==> config.mk <==
export PLATFORM = sky130hd
export DESIGN_NAME = gelato_inst_fetch
export DESIGN_NICKNAME = d
export VERILOG_FILES = /design/src/rtl/gelato_inst_fetch.sv
export SDC_FILE = /design/constraint.sdc
export NUM_CORES = 1
export LEC_CHECK = 0
export ABC_AREA = 0
export CAP_MARGIN = 10
export CORE_MARGIN = 5
export CORE_UTILIZATION = 55
export DETAILED_ROUTE_END_ITERATION = 10
export GPL_TIMING_DRIVEN = 0
export PLACE_DENSITY = 0.82
export SLEW_MARGIN = 5
export SYNTH_ARGS = -nofsm -noshare
export SYNTH_HDL_FRONTEND = slang
export SYNTH_SLANG_ARGS = --single-unit
==> constraint.sdc <==
create_clock -name clk -period 5.6 [get_ports clk]
set_input_delay 1.12 -clock clk [delete_from_list [all_inputs] [get_ports clk]]
set_output_delay 1.12 -clock clk [all_outputs]
set_load 0.02 [all_outputs]
==> src/rtl/gelato_inst_fetch.sv <==
// -----------------------------------------------------------------------------
// gelato_inst_fetch
//   Instruction fetch unit of the Gelato frontend. Keeps a PC and an active bit
//   per hardware warp, picks one active warp round-robin, issues a single fetch
//   to the L1 instruction cache and hands the returned instruction to decode.
//   Only one fetch is in flight at a time. Later stages can launch, retire or
//   redirect warps at any time; a fetch whose warp is touched while in flight
//   is squashed (its result is thrown away).
//
// Ports
//   clk, rst          : clock and synchronous active-high reset
//   rdy               : global enable, everything holds while low
//   launch_*          : start a warp at a given PC
//   retire_*          : deactivate a warp
//   redirect_*        : overwrite the PC of a warp (branch)
//   req_*             : fetch request to the instruction cache (valid/ready)
//   resp_valid/data   : cache answer for the outstanding request
//   out_*             : instruction, PC and warp handed to decode (valid/ready)
// -----------------------------------------------------------------------------
module gelato_inst_fetch #(
  parameter int NUM_WARPS  = 4,
  parameter int ADDR_WIDTH = 32,
  parameter int INST_WIDTH = 32,
  localparam int WID       = $clog2(NUM_WARPS)
) (
  input  logic                  clk,
  input  logic                  rst,
  input  logic                  rdy,
  input  logic                  launch_valid,
  input  logic [WID-1:0]        launch_warp,
  input  logic [ADDR_WIDTH-1:0] launch_pc,
  input  logic                  retire_valid,
  input  logic [WID-1:0]        retire_warp,
  input  logic                  redirect_valid,
  input  logic [WID-1:0]        redirect_warp,
  input  logic [ADDR_WIDTH-1:0] redirect_pc,
  output logic                  req_valid,
  input  logic                  req_ready,
  output logic [ADDR_WIDTH-1:0] req_addr,
  output logic [WID-1:0]        req_warp,
  input  logic                  resp_valid,
  input  logic [INST_WIDTH-1:0] resp_data,
  output logic                  out_valid,
  input  logic                  out_ready,
  output logic [INST_WIDTH-1:0] out_inst,
  output logic [ADDR_WIDTH-1:0] out_pc,
  output logic [WID-1:0]        out_warp
);

  localparam logic [ADDR_WIDTH-1:0] PC_STEP = ADDR_WIDTH'(INST_WIDTH / 8);

  typedef enum logic [1:0] {
    IDLE = 2'd0,
    REQ  = 2'd1,
    WAIT = 2'd2,
    OUT  = 2'd3
  } state_t;

  state_t state, state_next;
  logic   squash, squash_next;

  logic [NUM_WARPS-1:0]  active;
  logic [ADDR_WIDTH-1:0] pc [NUM_WARPS];
  logic [WID-1:0]        rr_ptr;
  logic [WID-1:0]        cur_warp;
  logic [ADDR_WIDTH-1:0] cur_pc;
  logic [INST_WIDTH-1:0] inst_q;

  logic [WID-1:0] sel_warp;
  logic [WID-1:0] scan_idx;
  logic           any_active;
  logic           cur_hit;
  logic           sel_hit;
  logic           out_fire;

  // Round-robin pick: scan from the farthest offset down to offset 0 so the
  // last match written is the first active warp at or after rr_ptr.
  always_comb begin
    sel_warp   = rr_ptr;
    any_active = 1'b0;
    scan_idx   = '0;
    for (int i = NUM_WARPS - 1; i >= 0; i--) begin
      scan_idx = rr_ptr + WID'(i);
      if (active[scan_idx]) begin
        sel_warp   = scan_idx;
        any_active = 1'b1;
      end
    end
  end

  // A launch, redirect or retire aimed at the warp being fetched makes the
  // fetched data stale. The same applies to the warp being picked in IDLE,
  // since its PC is latched from the value before the update lands.
  assign cur_hit = (launch_valid   && (launch_warp   == cur_warp)) ||
                   (redirect_valid && (redirect_warp == cur_warp)) ||
                   (retire_valid   && (retire_warp   == cur_warp));

  assign sel_hit = (launch_valid   && (launch_warp   == sel_warp)) ||
                   (redirect_valid && (redirect_warp == sel_warp)) ||
                   (retire_valid   && (retire_warp   == sel_warp));

  assign out_fire = (state == OUT) && out_ready;

  // State register; rdy low freezes the FSM and the squash flag.
  always_ff @(posedge clk) begin
    if (rst) begin
      state  <= IDLE;
      squash <= 1'b0;
    end else if (rdy) begin
      state  <= state_next;
      squash <= squash_next;
    end
  end

  // Next-state logic. A squashed request still has to complete so the cache
  // can answer; its response is then dropped in WAIT. In OUT the squash takes
  // effect immediately unless decode takes the instruction in that cycle.
  always_comb begin
    state_next  = state;
    squash_next = squash;
    case (state)
      IDLE: begin
        squash_next = 1'b0;
        if (any_active) begin
          state_next  = REQ;
          squash_next = sel_hit;
        end
      end
      REQ: begin
        if (cur_hit) squash_next = 1'b1;
        if (req_ready) state_next = WAIT;
      end
      WAIT: begin
        if (resp_valid) begin
          squash_next = 1'b0;
          state_next  = (squash || cur_hit) ? IDLE : OUT;
        end else if (cur_hit) begin
          squash_next = 1'b1;
        end
      end
      OUT: begin
        squash_next = 1'b0;
        if (out_ready || cur_hit) state_next = IDLE;
      end
      default: begin
        state_next  = IDLE;
        squash_next = 1'b0;
      end
    endcase
  end

  // Outputs come straight from registered state so they stay put while the
  // handshake partner stalls or rdy is low.
  always_comb begin
    req_valid = (state == REQ);
    out_valid = (state == OUT);
    req_addr  = cur_pc;
    req_warp  = cur_warp;
    out_pc    = cur_pc;
    out_warp  = cur_warp;
    out_inst  = inst_q;
  end

  // Per-warp PC/active bits and fetch datapath. Per warp the order of
  // precedence is launch, redirect, retire, then the post-delivery increment;
  // a launch also overrides a retire of the same warp.
  always_ff @(posedge clk) begin
    if (rst) begin
      active   <= '0;
      rr_ptr   <= '0;
      cur_warp <= '0;
      cur_pc   <= '0;
      inst_q   <= '0;
      for (int w = 0; w < NUM_WARPS; w++) pc[w] <= '0;
    end else if (rdy) begin
      if ((state == IDLE) && any_active) begin
        cur_warp <= sel_warp;
        cur_pc   <= pc[sel_warp];
      end
      if ((state == REQ) && req_ready) rr_ptr <= cur_warp + WID'(1);
      if ((state == WAIT) && resp_valid) inst_q <= resp_data;
      for (int w = 0; w < NUM_WARPS; w++) begin
        if (launch_valid && (launch_warp == WID'(w))) begin
          pc[w]     <= launch_pc;
          active[w] <= 1'b1;
        end else begin
          if (redirect_valid && (redirect_warp == WID'(w))) begin
            pc[w] <= redirect_pc;
          end else if (out_fire && (cur_warp == WID'(w))) begin
            pc[w] <= pc[w] + PC_STEP;
          end
          if (retire_valid && (retire_warp == WID'(w))) active[w] <= 1'b0;
        end
      end
    end
  end

endmodule

==> flow_summary_export.csv <==
group,metric,value,unit
clock_network,cts_tree,"yes",
die,num_rows,55,
critical_path,reg2regPathDepth,6,
yosys,ys_ff_latch,203,
drt,remaining_drc_errors,0,
sta,setup_tns,0,ns
sta,setup_violations,0,
clock_network,cts_made_buffers,24,
clock_network,clock_latency,0.53,ns
yosys,seq_area_frac_synth,0.427,
yosys,synth_area_leader_cell,"edfxtp_1",
die,dieHeight,161,um
sta,drv_slew,0,
drt,dr.pass1.iters,8,
layout,antenna_cells,0,
placed_design,port_buffers,207,
grt,antenna_found_initial,0,
sta,post-route-min-period,3.74,ns
layout,nFillCells,1695,
yosys,synthesis.nets,1406,
sta,rsz0062_at_grt,"false",
critical_path,critPathMaxFanout,30,
critical_path,cp-end-kind,"register",
grt,grt_pass1_vias,11400,
pwr,p_per_area,256,mW/mm^2
clock_network,postCtsHoldBufs,0,
drt,drt_iter0_drc,1361,
layout,seq_area,0.00535,sq mm
critical_path,r2r-start,"active[3]$_SDFFE_PP0P_",
critical_path,crit_start,"launch_valid",
grt,grt_overflow_total,0,
pwr,intPower,2.97,mW
pwr,p_clk_frac,0.407,
clock_network,clk_pin_slew_worst_paths,0.06,ns
sta,tightest_slew,1.11,ns
critical_path,critPathSlowestCell,"nand2b_2",
clock_network,cts.htree.levels,1,
critical_path,crit_required,5.68,ns
sta,finalCritPeriodShare,0.667,
job,max-cap-violations,0,
clock_network,postCtsSetupBuffers,0,
yosys,syn_area,0.0125,sq mm
pwr,p_seq_frac,0.441,
yosys,ys_types,57,
yosys,yosysWarnings,0,
outcome,status,"finished clean",
worst_hold_path,min-delay-start,"out_inst[8]$_SDFFE_PP0P_",
yosys,netlist_instances,1287,
yosys,yosysTopAreaCellShare,0.307,
yosys,synth_flop_cell,"edfxtp_1",
clock_network,clock-root-buffer,"clkbuf_16",
die,initial_utilization,0.556,
pwr,p_switching,1.09,mW
layout,nets,1640,
yosys,avgSynthCellArea,9.72,sq um
sta,finalClockSkew,0.0215,ns
critical_path,worstSetupEndpoint,"pc[2][23]$_SDFFCE_PN0P_",
critical_path,setup.worst_path.class,"in -> reg",
pwr,vdd_drop_max,0.190,mV
drt,wire_per_inst,23.0,um
layout,drive_above_1_share,0.0962,
layout,final_cells,1824,
critical_path,r2r_slack,3.14,ns
yosys,synth_commonest_cells,"177 x nand2_1, 128 x edfxtp_1, 112 x mux2i_1",
placed_design,dp.cells,1780,
sta,slew_headroom,0.259,
critical_path,cp.arrival,3.82,ns
grt,grt_max_degree,31,
pwr,p_leak,5.78,nW
layout,multiInputGateArea,0.00642,sq mm
yosys,synth-edff-count,128,
pwr,switching_share,0.268,
yosys,synth.most_common_cell,"nand2_1",
die,io_pins,213,
grt,grt_usage,0.308,
layout,area_delta_synth_final,26.4,%
grt,grt_pass1_wl,63.0,mm
drt,via_count,11600,
yosys,async_flop_share,0,
placed_design,dp_hpwl,32.4,mm
drt,ant_nets,0,
critical_path,max_stage_delay,0.67,ns
drt,wirelength,41.9,mm
pwr,combPwrFrac,0.152,
sta,finalHoldViolations,0,
die,die-area,0.0258,sq mm
clock_network,cts-resized-gates,0,
worst_hold_path,hold_path.class,"reg -> reg",
clock_network,cts_max_path_buffers,3,
drt,avgViaCountPerCell,6.38,
placed_design,gp_congestion,1.05,
critical_path,start_kind,"input port",
clock_network,cts_sinks,203,
critical_path,r2r-end,"out_pc[3]$_SDFFE_PP0P_",
sta,fmax,0.268,GHz
yosys,synth_area_leaders,"edfxtp_1 31%, dfxtp_1 12%, mux2i_1 9.0%, xor2_1 5.8%, nand2_1 5.3%",
critical_path,cp_cell_sequence,"clkdlybuf4s50_1 > nor2b_1 > and2_1 > buf_2 > o21ai_1 > nand2b_1 > nand2b_2",
die,coreArea,0.0225,sq mm
die,die_width,161,um
logic make-up after synthesis:
logic type / synth area share
adder cells (fa/ha/maj): 0.00801
AO/OA/AOI/OAI: 0.164
AND/OR/NAND/NOR: 0.165
multiplexers: 0.0906
XOR/XNOR: 0.0848
flip-flops: 0.427
buffers and inverters: 0.0599
state kept, by name, summed over array words and instances (netlist names):
register,cells
rr_ptr,2
state,2
out_pc,32
out_inst,32
squash,1
active,4
out_warp,2
pc,128
through the flow:
stage          worst slack, ns  hold slack, ns  instance area (sq um)  power, mW   util
2_1_floorplan             2.39           0.478                  12500       2.12      -
3_3_place_gp             0.954           0.440                  14900       2.39  0.664
3_5_place_dp              1.38           0.448                  15000       2.41  0.665
4_1_cts                   1.90           0.454                  15800       4.03  0.702
5_1_grt                   1.66           0.471                  15800       4.15  0.702
6_report                  1.86           0.452                  15800       4.05  0.702
cells in the final DEF, fill, tap and decap left out, types with 8 or more instances in the layout:
master,netlist,routed
clkdlybuf4s50_1,0,207
nand2_1,177,177
edfxtp_1,128,128
mux2i_1,112,112
o22ai_1,90,90
xor2_1,83,83
dfxtp_1,75,75
nand3_1,66,66
a22oi_1,58,58
a21oi_1,55,55
clkbuf_1,47,50
buf_4,47,47
nor2_1,40,40
xnor2_1,38,38
a32o_1,32,32
and3_1,28,28
clkbuf_16,0,28
nand4_1,25,25
buf_2,23,23
o21ai_0,17,17
inv_1,15,15
nor2b_1,13,13
a221oi_2,10,10
nand2b_1,11,8
and4_1,8,8
o21ai_1,8,8
ha_1,8,8
cell type report:
class	count	area share
Sequential cell	203	0.338
Tap cell	285	0.0226
Multi-Input combinational cell	943	0.406
Inverter	15	0.00356
Clock buffer	32	0.0459
Buffer	126	0.0438
Timing Repair Buffer	208	0.133
Clock inverter	12	0.00728
critical path: cells and delay by family:
kind                   cells  cell delay (ns)
AO/OA/AOI/OAI              1             0.66
buffers and inverters      2             0.71
AND/OR/NAND/NOR            4             1.32
per-layer routing:
metal  wire length [um]  up-vias  part of all wire  track usage
li1                   -     5228                 -            -
met1              15700     5494              0.37        0.403
met2              18700      795              0.45        0.492
met3               5660      127              0.14       0.0842
met4               1780        0             0.043        0.116
met5                  0        -                 0            0
worst min path at each step:
stage,end,slack (ns),depth (start not counted)
after floorplan,active[0]$_SDFFE_PP0P_,0.48,2
after CTS,out_inst[8]$_SDFFE_PP0P_,0.45,2
after global routing,out_inst[16]$_SDFFE_PP0P_,0.47,2
after global placement,out_inst[1]$_SDFFE_PP0P_,0.44,2
after detailed placement,out_inst[1]$_SDFFE_PP0P_,0.45,2
final,out_inst[8]$_SDFFE_PP0P_,0.45,2
power by group through the flow:
stage          logic (mW)  registers, mW  clock network (mW)
6_report            0.617           1.79                1.65
3_5_place_dp        0.599           1.81                   0
2_1_floorplan       0.323           1.80                   0
3_3_place_gp        0.586           1.81                   0
4_1_cts             0.604           1.78                1.65
5_1_grt             0.652           1.80                1.70
No activity file was read; power rests on OpenSTA's default activity.
